[src/rtl/countdown_timer_pkg.sv]
// Shared types, limits and BCD helpers for the countdown timer.
package countdown_timer_pkg;

  typedef enum logic [1:0] {
    ST_IDLE    = 2'd0,
    ST_RUN     = 2'd1,
    ST_PAUSED  = 2'd2,
    ST_EXPIRED = 2'd3
  } state_t;

  localparam int         BCD_W    = 4;
  localparam logic [6:0] MAX_SECS = 7'd99;

  // Clamps to MAX_SECS, then splits into {tens, ones} BCD digits.
  function automatic logic [2*BCD_W-1:0] bin_to_bcd(input logic [6:0] v);
    logic [6:0] c;
    c = (v > MAX_SECS) ? MAX_SECS : v;
    return {4'(c / 7'd10), 4'(c % 7'd10)};
  endfunction

  function automatic logic [6:0] bcd_to_bin(input logic [BCD_W-1:0] tens,
                                            input logic [BCD_W-1:0] ones);
    return 7'(tens) * 7'd10 + 7'(ones);
  endfunction

endpackage

[src/rtl/countdown_timer_bcd2_dec.sv]
// Combinational 2-digit BCD decrement, saturating at 00.
// Zero latency; no flow control.
module countdown_timer_bcd2_dec
  import countdown_timer_pkg::*;
(
  input  logic [BCD_W-1:0] tens,
  input  logic [BCD_W-1:0] ones,
  output logic [BCD_W-1:0] tens_nxt,
  output logic [BCD_W-1:0] ones_nxt,
  output logic             is_zero_next
);

  always_comb begin
    tens_nxt = tens;
    ones_nxt = ones;
    if (ones != 4'd0) begin
      ones_nxt = ones - 4'd1;
    end else if (tens != 4'd0) begin
      // Borrow from the tens digit.
      tens_nxt = tens - 4'd1;
      ones_nxt = 4'd9;
    end
    is_zero_next = (tens_nxt == 4'd0) && (ones_nxt == 4'd0);
  end

endmodule

[src/rtl/countdown_timer.sv]
// Two-digit BCD game countdown timer driven by a 1 s tick from the divider.
// All outputs registered (tick -> digits in 1 cycle); no backpressure.
module countdown_timer
  import countdown_timer_pkg::*;
#(
  parameter int LOW_TIME_SECS = 10
) (
  input  logic       default_clk,
  input  logic       reset,
  input  logic       start,
  input  logic       pause,
  input  logic [6:0] load_value,
  input  logic       tick,
  output logic       tick_enable,
  output logic [3:0] secs_tens,
  output logic [3:0] secs_ones,
  output logic       running,
  output logic       low_time,
  output logic       expired,
  output logic       done
);

  state_t             state, nxt_state;
  logic               pause_q;
  logic               pause_rise;
  logic [BCD_W-1:0]   dec_tens, dec_ones;
  logic               dec_zero;
  logic [BCD_W-1:0]   nxt_tens, nxt_ones;
  logic [2*BCD_W-1:0] load_bcd;
  logic               done_nxt;
  logic               low_nxt;

  assign pause_rise = pause && !pause_q;
  assign load_bcd   = bin_to_bcd(load_value);

  countdown_timer_bcd2_dec u_dec (
    .tens         (secs_tens),
    .ones         (secs_ones),
    .tens_nxt     (dec_tens),
    .ones_nxt     (dec_ones),
    .is_zero_next (dec_zero)
  );

  // Priority: start > tick > pause edge.
  always_comb begin
    nxt_state = state;
    nxt_tens  = secs_tens;
    nxt_ones  = secs_ones;
    done_nxt  = 1'b0;
    if (start) begin
      nxt_tens = load_bcd[2*BCD_W-1:BCD_W];
      nxt_ones = load_bcd[BCD_W-1:0];
      if (load_bcd == '0) begin
        nxt_state = ST_EXPIRED;
        done_nxt  = 1'b1;
      end else begin
        nxt_state = ST_RUN;
      end
    end else begin
      case (state)
        ST_RUN: begin
          if (tick) begin
            nxt_tens = dec_tens;
            nxt_ones = dec_ones;
          end
          if (tick && dec_zero) begin
            nxt_state = ST_EXPIRED;
            done_nxt  = 1'b1;
          end else if (pause_rise) begin
            nxt_state = ST_PAUSED;
          end
        end
        ST_PAUSED: begin
          if (pause_rise) nxt_state = ST_RUN;
        end
        default: ;
      endcase
    end
    low_nxt = ((nxt_state == ST_RUN) || (nxt_state == ST_PAUSED)) &&
              (bcd_to_bin(nxt_tens, nxt_ones) <= 7'(LOW_TIME_SECS));
  end

  always_ff @(posedge default_clk) begin
    if (reset) begin
      state       <= ST_IDLE;
      pause_q     <= 1'b0;
      secs_tens   <= '0;
      secs_ones   <= '0;
      tick_enable <= 1'b0;
      running     <= 1'b0;
      low_time    <= 1'b0;
      expired     <= 1'b0;
      done        <= 1'b0;
    end else begin
      state       <= nxt_state;
      pause_q     <= pause;
      secs_tens   <= nxt_tens;
      secs_ones   <= nxt_ones;
      tick_enable <= (nxt_state == ST_RUN);
      running     <= (nxt_state == ST_RUN);
      low_time    <= low_nxt;
      expired     <= (nxt_state == ST_EXPIRED);
      done        <= done_nxt;
    end
  end

endmodule

[config.mk]
export PLATFORM = sky130hd
export DESIGN_NAME = countdown_timer
export DESIGN_NICKNAME = d
export VERILOG_FILES = /design/src/rtl/countdown_timer_pkg.sv /design/src/rtl/countdown_timer_bcd2_dec.sv /design/src/rtl/countdown_timer.sv
export SDC_FILE = /design/constraint.sdc
export NUM_CORES = 1
export LEC_CHECK = 0
export CAP_MARGIN = 10
export CORE_MARGIN = 3
export CORE_UTILIZATION = 40
export CTS_BUF_LIST = sky130_fd_sc_hd__clkbuf_2 sky130_fd_sc_hd__clkbuf_4 sky130_fd_sc_hd__clkbuf_8
export CTS_CLUSTER_SIZE = 14
export DETAILED_ROUTE_END_ITERATION = 10
export GPL_ROUTABILITY_DRIVEN = 0
export PLACE_DENSITY = 0.71
export SKIP_CTS_REPAIR_TIMING = 1
export SLEW_MARGIN = 20
export SYNTH_ARGS = -nofsm -noshare
export SYNTH_HDL_FRONTEND = slang
export SYNTH_HIERARCHICAL = 1
export SYNTH_SLANG_ARGS = --single-unit
[constraint.sdc]
create_clock -name default_clk -period 8.9 [get_ports default_clk]
set_input_delay 0.89 -clock default_clk [delete_from_list [all_inputs] [get_ports default_clk]]
set_output_delay 0.89 -clock default_clk [all_outputs]
set_load 0.005 [all_outputs]
==> impl_metrics.env, run 1 <==
export IMPL_status="completed"
export IMPL_r2r_start="secs_ones[0]"
export IMPL_synth_xor_area_share_pct=2.86
export IMPL_post_dp_cell_area_um2=2090
export IMPL_swShare_pct=39.5
export IMPL_p_clk_share_pct=18.5
export IMPL_cts_max_level=1
export IMPL_rr_worst_depth=18
export IMPL_endpoint="low_time"
export IMPL_cpPeakStageDelay_ns=0.84
export IMPL_boundaryPins=25
export IMPL_ys_warn_count=6
export IMPL_synth_compound_area_share_pct=30.8
export IMPL_slew_violations=0
export IMPL_grt_overflow=0
export IMPL_synth_avg_cell_area_um2=7.69
export IMPL_cts_buffer_depth=2
export IMPL_cp_arrival_ns=7.73
export IMPL_path_clk_slew_ns=0.06
export IMPL_row_count=24
export IMPL_yosysUniqueCellTypes=67
export IMPL_cts_sinks=15
export IMPL_start_util_pct=41.9
export IMPL_track_usage_pct=15.4
export IMPL_drive_gt1_share_pct=7.03
export IMPL_async_flop_share_pct=0
export IMPL_wl_mm=4.21
export IMPL_setup_viol=0
export IMPL_worst_path_max_fanout=19
export IMPL_synth_edf_count=0
export IMPL_die_area_um2=5440
export IMPL_cp_depth=29
export IMPL_num_vias=1791
export IMPL_fmax_ghz=0.132
export IMPL_routedWlPerCell_um=13.7
export IMPL_crit_start="load_value[6]"
export IMPL_whs_ns=0.622
export IMPL_ys_seq_area_share_pct=16.3
export IMPL_fin_crit_ns=7.55
export IMPL_peakVddDrop_mv=0.0670
export IMPL_synth_fa_ha_area_share_pct=12.4
export IMPL_hpwl_mm=3.31
export IMPL_grt_pass1_wl_mm=6.84
export IMPL_p_int_w=0.000179
export IMPL_cts_tree="done"
export IMPL_synthMuxAreaShare_pct=3.40
export IMPL_cts_root_buf="clkbuf_8"
export IMPL_finalCritPeriodShare_pct=84.9
export IMPL_synth_top_area_share_pct=16.3
export IMPL_multi_input_area_um2=1410
export IMPL_critPathBufInv=2
export IMPL_leakagePower_nw=0.834
export IMPL_die_h_um=73.8
export IMPL_nets=286
export IMPL_grt_max_degree=20
export IMPL_clock_latency_ns=0.25
export IMPL_path_class="input pin to register"
export IMPL_synth_top_area_cell="dfxtp_1"
export IMPL_synthCells=239
export IMPL_syn_nets=268
export IMPL_fin_tns_setup_ns=0
export IMPL_maxCapViolCount=0
export IMPL_ant_nets=0
export IMPL_synth_area_top_cells="dfxtp_1 (16%), ha_1 (10%), a21oi_1 (4.1%)"
export IMPL_netlist_area_um2=1840
export IMPL_design_core_area_um2=4380
export IMPL_synth_flop_cell="dfxtp_1"
export IMPL_drtIter0Drc=127
export IMPL_synth_seq_cells=15
export IMPL_fin_area_um2=2140
export IMPL_vias_per_cell=5.81
export IMPL_dr_pass1_iters=4
export IMPL_hold_violations=0
export IMPL_grt_pass1_vias=1496
export IMPL_cpMaxStageDelayCell="clkdlybuf4s50_1"
export IMPL_antenna_found_initial=0
export IMPL_power_density_nw_per_um2=138
export IMPL_filler_cell_count=449
export IMPL_regArea_um2=300
export IMPL_ff2ff_setup_slack_ns=4.14
export IMPL_drc=0
export IMPL_portBuffers=24
export IMPL_p_seq_share_pct=27.4
export IMPL_timing_rr_end="low_time"
export IMPL_antenna_cells=0
export IMPL_start_kind="input pin"
export IMPL_area_growth_syn_to_layout_pct=16.3
export IMPL_finClkSkew_ns=0.00405
export IMPL_cts_buffers=3
export IMPL_synth_most_common_cell="inv_1"
export IMPL_tightest_slew_ns=0.666
export IMPL_hp_class="register to register"
export IMPL_combPwrFrac_pct=54.1
export IMPL_critPathMostFrequentCell="ha_1"
export IMPL_synth_top_family_by_area="compound AO/OA/AOI/OAI gates"
export IMPL_fp_dieW_um=73.8
export IMPL_endpoint_kind="register"
export IMPL_crit_family="simple AND/OR/NAND/NOR gates"
export IMPL_crit_required_ns=9.08
export IMPL_power_w=0.000296
export IMPL_p_switching_w=0.000117
export IMPL_synthSimpleGateAreaFrac_pct=27.2
export IMPL_grt_setup_unrepaired="no"
export IMPL_synth_top_cells_by_count="inv_1 (20), nand2_1 (17)"
export IMPL_relSlewSlack_pct=55.5
tightest hold or removal path, delay by kind of cell, from the launching register on:
kind	cells	cell delay, ns
flops	1	0.35
compound gates	2	0.23
how the worst min path moves through the flow:
stage	endpoint	startpoint	slack [ns]	cells after the start
floorplan	state[0]	state[0]	0.57	2
global placement	state[0]	state[0]	0.59	2
detailed placement	state[0]	state[0]	0.62	2
CTS	state[0]	state[0]	0.63	2
global route	state[0]	state[0]	0.67	2
finish	state[0]	state[0]	0.62	2
cells by family (layout without fill, tap and decap cells):
logic type | after synthesis | in the layout
DFF | 15 | 15
AOI/OAI and AO/OA | 76 | 76
xor gates and xnor gates | 6 | 6
and+or+nand+nor | 87 | 87
adders and majority gates | 17 | 17
buffers and inverters | 32 | 49
muxes | 6 | 6
cells in the final DEF, fill, tap and decap left out, drive strengths merged, types with 2 or more instances in the layout:
cell type | synthesis | routed
a211oi | 9 | 9
a21boi | 2 | 2
a21o | 2 | 2
a21oi | 16 | 16
a32o | 2 | 2
a32oi | 4 | 4
a41oi | 3 | 3
and2 | 4 | 4
and3 | 3 | 3
and4 | 2 | 2
clkbuf | 6 | 3
clkdlybuf4s50 | 0 | 24
dfxtp | 15 | 15
fa | 2 | 2
ha | 15 | 15
inv | 21 | 21
mux2 | 2 | 2
mux2i | 4 | 4
nand2 | 17 | 17
nand2b | 5 | 5
nand3 | 8 | 8
nand4 | 2 | 2
nor2 | 15 | 15
nor2b | 7 | 7
nor3 | 6 | 6
nor3b | 2 | 2
nor4b | 2 | 2
o211ai | 3 | 3
o21a | 3 | 3
o21ai | 18 | 18
o31a | 2 | 2
o31ai | 2 | 2
or3b | 2 | 2
or4b | 2 | 2
xnor2 | 6 | 6
state kept, by name, indices dropped and copies added (netlist names):
| register | flops |
|---|---|
| secs_ones | 4 |
| low_time | 1 |
| done | 1 |
| secs_tens | 4 |
| expired | 1 |
| state | 2 |
| running | 1 |
| pause_q | 1 |
layout make-up:
class	count	share of cell area [%]
multi-input combinational	192	65.8
sequential	15	14.0
timing repair buffer	24	11.2
inverter	21	3.69
tap	52	3.04
clock buffer	3	1.93
clock inverter	1	0.234
metrics by stage:
| stage | std cells | setup slack (ns) | util [%] |
|---|---|---|---|
| after floorplan | 239 | 2.31 | - |
| after global placement | 304 | 1.40 | 47.7 |
| after detailed placement | 304 | 1.16 | 47.7 |
| after CTS | 308 | 1.40 | 48.8 |
| after global routing | 308 | 0.790 | 48.8 |
| final | 308 | 1.35 | 48.8 |
layer usage:
layer	global-route usage [%]	up-vias	share of wire [%]
li1	-	918	-
met1	22.7	829	51
met2	25.0	42	45
met3	1.64	2	3.0
met4	1.21	0	0.36
met5	0	-	0
power groups by stage:
stage | clock [W] | combinational (W) | sequential [W]
4_1_cts | 0.0000563 | 0.000160 | 0.0000809
2_1_floorplan | 0 | 0.000119 | 0.0000813
3_3_place_gp | 0 | 0.000157 | 0.0000824
3_5_place_dp | 0 | 0.000159 | 0.0000823
5_1_grt | 0.0000586 | 0.000180 | 0.0000821
6_report | 0.0000549 | 0.000160 | 0.0000810
(Power assumes the default switching activity.)
==> run 2, diff against run 1 <==
==> constraint.sdc (replaced) <==
create_clock -name default_clk -period 7.74 [get_ports default_clk]
set_input_delay 0.774 -clock default_clk [delete_from_list [all_inputs] [get_ports default_clk]]
set_output_delay 0.774 -clock default_clk [all_outputs]
set_load 0.005 [all_outputs]
==> impl_metrics.env, run 2 (same netlist as run 1, synthesis figures left out) <==
export IMPL_status="completed"
export IMPL_num_vias=1790
export IMPL_whs_path_depth=2
export IMPL_final_cell_mix="clkdlybuf4s50_1 (23), inv_1 (20), nand2_1 (17)"
export IMPL_ff2ff_setup_slack_ns=3.02
export IMPL_cts_buffers=3
export IMPL_setup_viol=0
export IMPL_cts_sinks=15
export IMPL_finClkSkew_ns=0.00512
export IMPL_critPathMostFrequentCell="ha_1"
export IMPL_dr_pass1_iters=4
export IMPL_dr_wl_met3_um=125
export IMPL_hpwl_mm=3.33
export IMPL_relSlewSlack_pct=56.2
export IMPL_hold_violations=0
export IMPL_drive_gt1_share_pct=7.75
export IMPL_grt_pass1_wl_mm=7.09
export IMPL_routedWlPerCell_um=13.6
export IMPL_cts_max_level=1
export IMPL_cts_root_buf="clkbuf_8"
export IMPL_boundaryPins=25
export IMPL_power_density_nw_per_um2=158
export IMPL_finalWorstSetupSlack_ns=0.655
export IMPL_worst_path_max_fanout=10
export IMPL_r2r_start="secs_ones[0]"
export IMPL_grt_pass1_vias=1550
export IMPL_cpPeakStageDelay_ns=0.66
export IMPL_crit_required_ns=7.92
export IMPL_row_count=24
export IMPL_tightest_slew_ns=0.655
export IMPL_drc=0
export IMPL_antenna_cells=0
export IMPL_wl_met1_mm=2.10
export IMPL_top_regs="secs_ones (4), secs_tens (4), state (2)"
export IMPL_nets=288
export IMPL_slew_violations=0
export IMPL_peakVddDrop_mv=0.0789
export IMPL_whs_ns=0.621
export IMPL_grt_setup_unrepaired="no"
export IMPL_top_layer="met3"
export IMPL_die_area_um2=5440
export IMPL_antenna_found_initial=0
export IMPL_leakagePower_nw=0.852
export IMPL_design_core_area_um2=4380
export IMPL_fin_tns_setup_ns=0
export IMPL_wl_met2_mm=1.98
export IMPL_fp_dieW_um=73.8
export IMPL_fin_crit_ns=7.09
export IMPL_grt_max_degree=20
export IMPL_path_class="input pin to register"
export IMPL_fin_area_um2=2160
export IMPL_cpMaxStageDelayCell="clkdlybuf4s50_1"
export IMPL_filler_cell_count=423
export IMPL_drtIter0Drc=100
export IMPL_wl_mm=4.21
export IMPL_cts_buffer_depth=2
export IMPL_portBuffers=24
export IMPL_maxCapViolCount=0
export IMPL_cts_tree="done"
export IMPL_rr_worst_depth=18
export IMPL_whs_endpoint="state[0]"
export IMPL_timing_rr_end="low_time"
export IMPL_pre_cts_ws_ns=0.364
export IMPL_fmax_ghz=0.141
export IMPL_clock_latency_ns=0.25
export IMPL_hp_class="register to register"
export IMPL_finalCritPeriodShare_pct=91.5
export IMPL_grt_overflow=0
export IMPL_ant_nets=0
export IMPL_cp_arrival_ns=7.26
export IMPL_start_util_pct=41.9
export IMPL_post_dp_cell_area_um2=2110
export IMPL_area_growth_syn_to_layout_pct=17.3
export IMPL_vias_per_cell=5.77
export IMPL_path_clk_slew_ns=0.06
export IMPL_start_kind="input pin"
export IMPL_hold_start="state[0]"
export IMPL_track_usage_pct=15.8
export IMPL_final_common_cell="clkdlybuf4s50_1"
export IMPL_endpoint_kind="register"
export IMPL_die_h_um=73.8
-- run 2: how the worst max path moves through the flow --
stage / startpoint / endpoint / slack, ns / cells past startpoint
floorplan: load_value[6] / low_time / 1.27 / 31
global placement: load_value[5] / low_time / 0.52 / 28
detailed placement: load_value[5] / low_time / 0.36 / 28
CTS: load_value[5] / low_time / 0.60 / 28
global route: load_value[4] / low_time / 0.07 / 30
finish: load_value[4] / low_time / 0.65 / 30
-- run 2: worst max-delay path: cells and delay by family --
family,cells,cell delay [ns]
muxes,1,0.08
buffers and inverters,3,0.82
xor gates and xnor gates,2,0.28
and+or+nand+nor,8,1.74
AOI/OAI and AO/OA,10,1.78
adders and majority gates,6,1.78
-- run 2: stage by stage --
| step | instances | total power, W | utilization (%) |
|---|---|---|---|
| detailed placement | 306 | 0.000279 | 48.1 |
| floorplan | 239 | 0.000230 | - |
| global placement | 306 | 0.000276 | 48.1 |
| global route | 310 | 0.000372 | 49.2 |
| finish | 310 | 0.000340 | 49.2 |
| CTS | 310 | 0.000342 | 49.1 |
-- run 2: report_power, final --
| group | leakage (nW) | total [W] | switching, W | internal [W] |
|---|---|---|---|---|
| Clock | 0.0255 | 0.0000626 | 0.0000270 | 0.0000356 |
| Sequential | 0.124 | 0.0000931 | 0.00000900 | 0.0000841 |
| Combinational | 0.703 | 0.000184 | 0.0000971 | 0.0000869 |
-- run 2: area by class of cell --
class                   instances  area [um2]  share of cell area (%)
clock inverters                 1        5.00                   0.232
clock buffers                   3        41.3                    1.92
flip-flops and latches         15         300                    13.9
well taps                      52        65.1                    3.02
repair buffers                 26         258                    12.0
multi-input cells             192        1410                    65.3
inverters                      21        78.8                    3.66
-- run 2: layer usage --
| layer | global-route usage [%] | vias to the layer above |
|---|---|---|
| met5 | 0 | - |
| li1 | - | 925 |
| met4 | 2.41 | 0 |
| met3 | 2.05 | 0 |
| met1 | 23.6 | 829 |
| met2 | 24.5 | 36 |
